## config.mk

```make
export PLATFORM = sky130hd
export DESIGN_NAME = elevator_scheduler_flat
export DESIGN_NICKNAME = d
export VERILOG_FILES = /design/src/rtl/elev_pkg.sv /design/src/rtl/elevator_scheduler_if.sv /design/src/rtl/elev_tick_timer.sv /design/src/rtl/elevator_scheduler.sv /design/src/flat_wrapper.sv
export SDC_FILE = /design/constraint.sdc
export NUM_CORES = 1
export LEC_CHECK = 0
export CAP_MARGIN = 20
export CELL_PAD_IN_SITES_DETAIL_PLACEMENT = 2
export CELL_PAD_IN_SITES_GLOBAL_PLACEMENT = 2
export CORE_MARGIN = 3
export CORE_UTILIZATION = 36
export DETAILED_ROUTE_END_ITERATION = 6
export PLACE_DENSITY_LB_ADDON = 0.1
export SLEW_MARGIN = 20
export SYNTH_ARGS = -nofsm -noshare
export SYNTH_HDL_FRONTEND = slang
export SYNTH_SLANG_ARGS = --single-unit
```

## constraint.sdc

```tcl
create_clock -name clk -period 5.95 [get_ports clk]
set_clock_uncertainty 0.1 [all_clocks]
set_input_delay 0.595 -clock clk [delete_from_list [all_inputs] [get_ports clk]]
set_output_delay 0.595 -clock clk [all_outputs]
set_load 0.005 [all_outputs]
```

## src/rtl/elev_pkg.sv

```systemverilog
// rtl/elev_pkg.sv - shared constants, state/direction enums and call-search helpers for the elevator scheduler
package elev_pkg;

  localparam int NUM_FLOORS = 4;
  localparam int FLOOR_W    = 2;

  typedef enum logic [1:0] {IDLE, MOVE, DOOR} state_t;
  typedef enum logic {DIR_UP, DIR_DOWN} dir_t;

  function automatic logic any_above(input logic [NUM_FLOORS-1:0] calls,
                                     input logic [FLOOR_W-1:0]    floor);
    logic hit;
    hit = 1'b0;
    for (int i = 0; i < NUM_FLOORS; i++) begin
      if (i > int'(floor) && calls[i]) hit = 1'b1;
    end
    return hit;
  endfunction

  function automatic logic any_below(input logic [NUM_FLOORS-1:0] calls,
                                     input logic [FLOOR_W-1:0]    floor);
    logic hit;
    hit = 1'b0;
    for (int i = 0; i < NUM_FLOORS; i++) begin
      if (i < int'(floor) && calls[i]) hit = 1'b1;
    end
    return hit;
  endfunction

endpackage

```

## src/rtl/elevator_scheduler_if.sv

```systemverilog
// rtl/elevator_scheduler_if.sv - call/status bundle between the car controller and its environment
// estop is only present when ELEV_ESTOP_EN is defined.
interface elevator_scheduler_if;
  import elev_pkg::*;

  logic [NUM_FLOORS-1:0] req;
  logic [FLOOR_W-1:0]    floor_code;
  logic                  moving_up;
  logic                  moving_down;
  logic                  door_open;
  logic [NUM_FLOORS-1:0] pending;
`ifdef ELEV_ESTOP_EN
  logic                  estop;

  modport master (output req, output estop,
                  input floor_code, input moving_up, input moving_down,
                  input door_open, input pending);
  modport slave  (input req, input estop,
                  output floor_code, output moving_up, output moving_down,
                  output door_open, output pending);
`else
  modport master (output req,
                  input floor_code, input moving_up, input moving_down,
                  input door_open, input pending);
  modport slave  (input req,
                  output floor_code, output moving_up, output moving_down,
                  output door_open, output pending);
`endif

endinterface

```

## src/rtl/elev_tick_timer.sv

```systemverilog
// rtl/elev_tick_timer.sv - cycle counter 0..TICKS-1 with restart, hold and a terminal-count pulse
module elev_tick_timer #(
  parameter int TICKS = 8
) (
  input  logic clk,
  input  logic rst_n,
  input  logic en,
  input  logic hold,
  input  logic restart,
  output logic tc
);

  localparam int            CW   = $clog2(TICKS);
  localparam logic [CW-1:0] LAST = CW'(TICKS - 1);

  logic [CW-1:0] cnt_q;

  // hold freezes everything, including a pending restart
  assign tc = en && !hold && !restart && (cnt_q == LAST);

  always_ff @(posedge clk or negedge rst_n) begin
    if (!rst_n) begin
      cnt_q <= '0;
    end else if (!hold) begin
      if (restart || tc) begin
        cnt_q <= '0;
      end else if (en) begin
        cnt_q <= cnt_q + CW'(1);
      end
    end
  end

endmodule

```

## src/rtl/elevator_scheduler.sv

```systemverilog
// rtl/elevator_scheduler.sv - 4-floor SCAN elevator sequencer with travel/door timing
// Define ELEV_ESTOP_EN to add the estop freeze input.
module elevator_scheduler
  import elev_pkg::*;
#(
  parameter int TRAVEL_TICKS = 8,
  parameter int DOOR_TICKS   = 5
) (
  input logic                 clk,
  input logic                 rst_n,
  elevator_scheduler_if.slave bus
);

  state_t                state_q, state_d;
  dir_t                  dir_q, dir_d;
  logic [FLOOR_W-1:0]    floor_q, floor_d;
  logic [NUM_FLOORS-1:0] pend_q, pend_d;
  logic                  up_q, down_q, door_q;

  logic                  frozen;
  logic [NUM_FLOORS-1:0] floor_bit;
  logic [NUM_FLOORS-1:0] pend_now;
  logic                  here_req;
  logic [FLOOR_W-1:0]    floor_step;
  logic [FLOOR_W-1:0]    dec_floor;
  logic                  calls_up, calls_down, ahead, behind;
  logic                  travel_tc, door_tc;

`ifdef ELEV_ESTOP_EN
  assign frozen = bus.estop;
`else
  assign frozen = 1'b0;
`endif

  // A call at the car's own floor is served in place while stopped, so it never latches.
  assign floor_bit = {{(NUM_FLOORS-1){1'b0}}, 1'b1} << floor_q;
  assign pend_now  = pend_q | (bus.req & ~((state_q != MOVE) ? floor_bit : '0));
  assign here_req  = bus.req[floor_q];

  assign floor_step = (dir_q == DIR_UP) ? floor_q + FLOOR_W'(1) : floor_q - FLOOR_W'(1);
  assign dec_floor  = (state_q == MOVE) ? floor_step : floor_q;
  assign calls_up   = any_above(pend_now, dec_floor);
  assign calls_down = any_below(pend_now, dec_floor);
  assign ahead      = (dir_q == DIR_UP) ? calls_up : calls_down;
  assign behind     = (dir_q == DIR_UP) ? calls_down : calls_up;

  elev_tick_timer #(.TICKS(TRAVEL_TICKS)) u_travel_timer (
    .clk     (clk),
    .rst_n   (rst_n),
    .en      (state_q == MOVE),
    .hold    (frozen),
    .restart (state_q != MOVE),
    .tc      (travel_tc)
  );

  elev_tick_timer #(.TICKS(DOOR_TICKS)) u_door_timer (
    .clk     (clk),
    .rst_n   (rst_n),
    .en      (state_q == DOOR),
    .hold    (frozen),
    .restart ((state_q == DOOR) && here_req),
    .tc      (door_tc)
  );

  always_comb begin
    state_d = state_q;
    dir_d   = dir_q;
    floor_d = floor_q;
    pend_d  = pend_now;
    if (!frozen) begin
      case (state_q)
        IDLE: begin
          if (here_req) begin
            state_d = DOOR;
          end else if (calls_up) begin
            state_d = MOVE;
            dir_d   = DIR_UP;
          end else if (calls_down) begin
            state_d = MOVE;
            dir_d   = DIR_DOWN;
          end
        end
        MOVE: begin
          if (travel_tc) begin
            floor_d = floor_step;
            // a call landing on the arrival edge is served by this stop
            if (pend_now[floor_step]) begin
              state_d             = DOOR;
              pend_d[floor_step]  = 1'b0;
            end else if (ahead) begin
              state_d = MOVE;
            end else if (behind) begin
              state_d = MOVE;
              dir_d   = (dir_q == DIR_UP) ? DIR_DOWN : DIR_UP;
            end else begin
              state_d = IDLE;
            end
          end
        end
        DOOR: begin
          if (door_tc) begin
            if (ahead) begin
              state_d = MOVE;
            end else if (behind) begin
              state_d = MOVE;
              dir_d   = (dir_q == DIR_UP) ? DIR_DOWN : DIR_UP;
            end else begin
              state_d = IDLE;
            end
          end
        end
        default: state_d = IDLE;
      endcase
    end
  end

  always_ff @(posedge clk or negedge rst_n) begin
    if (!rst_n) begin
      state_q <= IDLE;
      dir_q   <= DIR_UP;
      floor_q <= '0;
      pend_q  <= '0;
      up_q    <= 1'b0;
      down_q  <= 1'b0;
      door_q  <= 1'b0;
    end else begin
      state_q <= state_d;
      dir_q   <= dir_d;
      floor_q <= floor_d;
      pend_q  <= pend_d;
      up_q    <= !frozen && (state_d == MOVE) && (dir_d == DIR_UP);
      down_q  <= !frozen && (state_d == MOVE) && (dir_d == DIR_DOWN);
      door_q  <= (state_d == DOOR);
    end
  end

  assign bus.floor_code  = floor_q;
  assign bus.moving_up   = up_q;
  assign bus.moving_down = down_q;
  assign bus.door_open   = door_q;
  assign bus.pending     = pend_q;

endmodule

```

## src/flat_wrapper.sv

```systemverilog
// flat-port wrapper written by rule: the top's interface ports become plain ports
module elevator_scheduler_flat import elev_pkg::*;
#(
  parameter int TRAVEL_TICKS = 8,
  parameter int DOOR_TICKS   = 5
)
  (clk, rst_n, bus_req, bus_floor_code, bus_moving_up, bus_moving_down, bus_door_open, bus_pending);
  elevator_scheduler_if bus_i ();
  input logic clk;
  input logic rst_n;
  input wire logic [$bits(bus_i.req)-1:0] bus_req;
  output wire logic [$bits(bus_i.floor_code)-1:0] bus_floor_code;
  output wire logic [$bits(bus_i.moving_up)-1:0] bus_moving_up;
  output wire logic [$bits(bus_i.moving_down)-1:0] bus_moving_down;
  output wire logic [$bits(bus_i.door_open)-1:0] bus_door_open;
  output wire logic [$bits(bus_i.pending)-1:0] bus_pending;
  assign bus_i.req = bus_req;
  assign bus_floor_code = bus_i.floor_code;
  assign bus_moving_up = bus_i.moving_up;
  assign bus_moving_down = bus_i.moving_down;
  assign bus_door_open = bus_i.door_open;
  assign bus_pending = bus_i.pending;
  elevator_scheduler #(.TRAVEL_TICKS(TRAVEL_TICKS), .DOOR_TICKS(DOOR_TICKS)) u_core (.clk(clk), .rst_n(rst_n), .bus(bus_i));
endmodule
```

Yosys cells after proc, flatten, opt, wreduce, memory -nomap -nowiden

Index checks and enable logic that the tools add are counted.

Register bits after elaboration: 18
Input port bits: 6
Output and inout port bits: 9
Word-level logic and storage cells: 101

$add $sub $neg: 4
$lt $le $gt $ge: 9
Equal/unequal tests: 7
Shift operators: 1
Multiplexer cells: 43
Bitwise operators: 6
Reduce and logical (&&, ||, !) cells: 22

Operator list:

| kind                                                               | number |
|---|---|
| two-way mux 1 bit                                                  | 21 |
| two-way mux 2 bit                                                  | 9 |
| two-way mux 4 bit                                                  | 4 |
| logical AND 1 bit                                                  | 14 |
| two-way mux 3 bit                                                  | 4 |
| AND 4 bit                                                          | 2 |
| NOT 4 bit                                                          | 2 |
| adder 3 x 1 -> 3 bit (second input constant)                       | 2 |
| == test 3 bit (second input constant)                              | 2 |
| less-than comparator 2 x 3 -> 1 bit (second input constant)        | 2 |
| case mux 2 bit (3 select lines)                                    | 1 |
| binary-select mux 1 bit (select 2 bit)                             | 2 |
| == test 2 x 1 -> 1 bit (second input constant)                     | 2 |
| == test 2 bit (second input constant)                              | 2 |
| greater-than comparator 2 bit (first input constant)               | 2 |
| less-than comparator 1 x 2 -> 1 bit (first input constant)         | 2 |
| OR 4 bit                                                           | 1 |
| nonzero test 2 bit                                                 | 2 |
| << shifter 1 x 2 -> 4 bit (first input constant)                   | 1 |
| case mux 1 bit (3 select lines)                                    | 1 |
| adder 2 x 1 -> 2 bit (second input constant)                       | 1 |
| demux 1 bit (select 2 bit)                                         | 1 |
| greater-or-equal comparator 2 x 1 -> 1 bit (second input constant) | 1 |
| greater-than comparator 1 x 2 -> 1 bit (first input constant)      | 1 |
| other kinds (8)                                                    | 10 |

Longest topological paths before layout

Depth after elaboration: 17
Depth in mapped cells: 9
Depth with buffers taken out: 8

Modules after synthesis

A second synthesis with hierarchy kept.

Cell total of the unflattened synthesis: 134
Area total of the unflattened synthesis: 1238.7 um^2

By module, submodules not included:

| module                                   | times used | cells an instance | area an instance (um^2) | sequential area each (um^2) |
|---|---|---|---|---|
| elevator_scheduler                       | 1          | 94                | 845.8                   | 300.3 |
| elev_tick_timer at u_core.u_travel_timer | 1          | 18                | 202.7                   | 75.1 |
| elev_tick_timer at u_core.u_door_timer   | 1          | 22                | 190.2                   | 75.1 |

Worst setup path after synthesis

OpenSTA, ideal clock, no wires.

Kind: reg-to-reg
Start: register u_core.floor_q[1], in the netlist u_core.bus.floor_code[1]
End: register u_core.dir_q
Library setup time: 0.124 ns
Arrival: 2.065 ns
Path slack: 3.661 ns
Cell stages (with the launch flop): 10
Clock period less this slack: 2.289 ns
Cells stage by stage: dfrtp_1 buf_6 xor2_1 ha_1 nor4b_1 a21o_2 a221oi_2 o21bai_1 a21boi_2 or2_1

Word-level cells in the longest chain between the ends: 15

RTL lines:

| item                                                                          | RTL line                  | text |
|---|---|---|
| from (decl)                                                                   | elevator_scheduler.sv:16  | `logic [FLOOR_W-1:0] floor_q, floor_d;` |
| from (signal assigned)                                                        | elevator_scheduler.sv:129 | `floor_q <= floor_d;` |
| parallel branches: the longest is 14 deep, another holds adder 2 x 1 -> 2 bit | n/a                       |  |
| case mux 1 bit (3 select lines) *                                             | elevator_scheduler.sv:71  | `case (state_q)` |
| via u_core.dir_d                                                              | elevator_scheduler.sv:15  | `dir_t dir_q, dir_d;` |
| to (signal assigned)                                                          | elevator_scheduler.sv:128 | `dir_q <= dir_d;` |
| to (decl)                                                                     | elevator_scheduler.sv:15  |  |

Mark *: on every way through the listed nets, which the timed path passes. The select of a mux whose other input is x is not followed.
A chain may end at the register's enable or synchronous reset.

Final worst setup path

Start: register u_core.floor_q[1], in the netlist u_core.bus.floor_code[1]
End: register u_core.down_q, in the netlist u_core.bus.moving_down

Word-level cells in the longest chain between the ends: 17

RTL lines:

| item                                                                          | RTL line                  | text |
|---|---|---|
| parallel branches: the longest is 16 deep, another holds adder 2 x 1 -> 2 bit | n/a                       |  |
| logical AND 1 bit *                                                           | elevator_scheduler.sv:132 | `down_q <= !frozen && (state_d == MOVE) && (dir_d == DIR_DOWN);` |
| to (signal assigned)                                                          | elevator_scheduler.sv:132 |  |
| to (decl)                                                                     | elevator_scheduler.sv:18  | `logic up_q, down_q, door_q;` |

Mark *: on every way between the ends. The select of a mux whose other input is x is not followed.

==> summary.md <==
| Metric | Value |
|---|---|
| Critical Path RT | `6.09 ns` |
| Critical R2R Capture | `u_core.bus.moving_down` |
| Setup crit start kind | `flop` |
| Ports | `15` |
| Final worst path period share | `45.45%` |
| Max-cap viol count | `0` |
| H-tree Lvls | `1` |
| Post-synth top area cell | `dfrtp_1` |
| Crit Path Class | `flop to flop` |
| Tightest Pin Transition | `0.8212 ns` |
| Core Rows | `19` |
| DP Wirelength | `2.200 mm` |
| Hold_buf cts | `0` |
| Setup Fix Bufs, Post-CTS | `0` |
| Mean Syn Cell Area | `9.976 um^2` |
| Post-Synthesis Cells | `111` |
| CTS tree | `built` |
| Initial core utilization | `38.82%` |
| RSZ-0062 raised after global routing | `false` |
| Setup TNS | `0 ns` |
| GRT Overall Usage | `17.08%` |
| Worst hold start | `u_core.u_travel_timer.cnt_q[0]` |
| PostCTS Resize Cnt | `0` |
| R2R setup slack | `3.25 ns` |
| Routability cong. | `0.8322` |
| WP data arrival | `2.84 ns` |
| Reg2reg start | `u_core.bus.floor_code[1]` |
| Power Dens Cells | `287.1 mW/mm^2` |
| Post-synthesis sequential area ratio | `40.68%` |
| Synth cell types | `40` |
| Max Root-Sink Buffers | `2` |
| Worst-path maximum fanout | `9` |
| Per-cell routed wire length | `18.01 um` |
| CP startpoint | `u_core.bus.floor_code[1]` |
| CTS Buf Count | `3` |
| CTS sink cnt | `18` |
| Share of cells above drive strength 1 | `11.20%` |
| Final Hold Fails | `0` |
| Leak | `0.0005583 uW` |
| DIE WIDTH | `61.46 um` |
| Area growth from synthesis to layout | `15.93%` |
| Diode count | `0` |
| Worst Reg-to-Reg Cells | `8` |
| DR vias | `874` |
| Setup crit end kind | `flop` |
| Largest net degree at the start of global routing | `19` |
| YS warnings | `0` |
| Number of synthesized flops with an enable pin | `0` |
| Post-route cell area | `0.001284 mm^2` |
| Net count, final | `140` |
| WHS Endpoint | `u_core.u_travel_timer.cnt_q[0]` |
| Number of global-route vias before repair | `983` |
| Top_reg_cell synth | `dfrtp_1` |
| Post-synth ARST share | `100.0%` |
| Dpl cell area | `0.001247 mm^2` |
| Initial antenna violation count | `0` |
| Hold depth | `1` |
| VDD IR-drop max | `119.2 uV` |
| Final Power | `368.6 uW` |
| Area share of the largest cell type after synthesis | `40.68%` |
| Setup Viol. Count Final | `0` |
| Area of the core | `0.002853 mm^2` |
| Achievable frequency | `369.8 MHz` |
| Status | `complete, no violations` |
| Slew HR | `45.08%` |
| Grt total ovfl | `0` |
| Hold Crit Class | `flop to flop` |
| Most numerous cell in the Yosys netlist | `dfrtp_1` |
| Number of DRC markers in iteration 0 | `19` |
| Period minus WS final | `2.704 ns` |
| Clock latency on the worst-skew pair | `0.29 ns` |
| Clk root buf | `clkbuf_4` |
| Via/cell ratio | `5.603` |
| Mapped Area | `0.001107 mm^2` |
| Height of the die | `61.46 um` |
| Port Buffers | `14` |
| Routed WL | `2.809 mm` |
| Clock transition at path regs | `0.11 ns` |
| Synth top area cells | `dfrtp_1 (41%), ha_1 (9.0%), a21oi_1 (5.0%)` |
| Number of synthesized register bits | `18` |
| Slew Viols, Final | `0` |
| First-pass GRT wire length | `4.698 mm` |
| Synth cell count leaders | `dfrtp_1 (18), a21oi_1 (11), nor2_1 (9)` |
| Die area | `0.003777 mm^2` |
| Synth Net Count | `125` |
| Detail Route Antenna Nets | `0` |
| DRC | `0` |
| DR pass1 iterations | `4` |
==> per-stage QoR <==
| step | hold WS (ns) | instances | util, % | setup WS [ns] |
|---|---|---|---|---|
| after floorplan | 0.1994 | 111 | - | 3.661 |
| final | 0.3743 | 156 | 45.00 | 3.246 |
| after detailed placement | 0.3575 | 152 | 43.73 | 3.234 |
| after global placement | 0.3353 | 152 | 43.73 | 3.238 |
| after CTS | 0.3740 | 156 | 45.00 | 3.197 |
| after global routing | 0.4008 | 156 | 45.00 | 2.994 |
==> layout make-up <==
type / instances / area, um^2
multi-input combinational: 82 / 589.3
tap: 31 / 38.79
fill: 312 / 1569
timing repair buffer: 14 / 140.1
inverter: 7 / 28.78
clock buffer: 4 / 36.28
sequential: 18 / 450.4
==> placed cells by master, fill, tap and decap left out, drive strengths merged, types with 2 or more instances in the layout <==
cell / Yosys / final
inv: 7 / 7
o22ai: 2 / 2
nand2: 6 / 6
nor3: 4 / 4
clkdlybuf4s50: 0 / 14
dfrtp: 18 / 18
or2: 2 / 2
mux4: 2 / 2
nor2: 9 / 9
o21ai: 5 / 5
nor2b: 3 / 3
and2: 2 / 2
ha: 8 / 8
nand3: 5 / 5
clkbuf: 0 / 4
nand2b: 3 / 3
a21oi: 12 / 12
==> critical path, cell delays in order (launching register included) <==
cell and delay [ns]:
dfrtp_1 0.55, xor2_1 0.35, ha_1 0.36, nor4b_1 0.43
nor2_1 0.08, a2bb2oi_1 0.27, o211ai_1 0.16, a21boi_2 0.20
o22a_1 0.14
==> logic make-up after synthesis <==
family                     count (synthesis)  share of synthesized area (%)
DFF                                       18                          40.68
muxes                                      3                          4.971
xor gates and xnor gates                   2                          1.582
buffers and inverters                     11                          6.101
adders and majority gates                  8                          9.040
and+or+nand+nor                           36                          16.38
AOI/OAI and AO/OA                         33                          21.24
==> how the worst max path moves through the flow <==
stage	endpoint	slack (ns)
2_1_floorplan	u_core.dir_q	3.66
3_3_place_gp	u_core.bus.moving_down	3.24
3_5_place_dp	u_core.bus.moving_down	3.23
4_1_cts	u_core.bus.moving_down	3.20
5_1_grt	u_core.bus.moving_down	2.99
6_report	u_core.bus.moving_down	3.25
==> sequential cells by signal, summed over array words and instances (netlist names) <==
name,count
u_core.bus.moving_down,1
u_core.bus.moving_up,1
u_core.bus.door_open,1
u_core.dir_q,1
u_core.state_q,2
u_core.u_door_timer.cnt_q,3
u_core.u_travel_timer.cnt_q,3
u_core.bus.floor_code,2
u_core.bus.pending,4
==> power by group <==
part	switching (uW)	total (uW)	internal, uW
Combinational	63.4	119	56.0
Sequential	26.6	172	145
Clock	40.2	77.5	37.3
Total	130	369	238
==> metal layers <==
layer	track usage, %	vias to the layer above	share of wire (%)
met5	0	-	0
met4	5.455	0	0.71
met3	1.887	2	2.0
met2	28.25	10	49
met1	23.33	436	48
li1	-	426	-
Note: power is estimated with default switching activity, not from simulation.
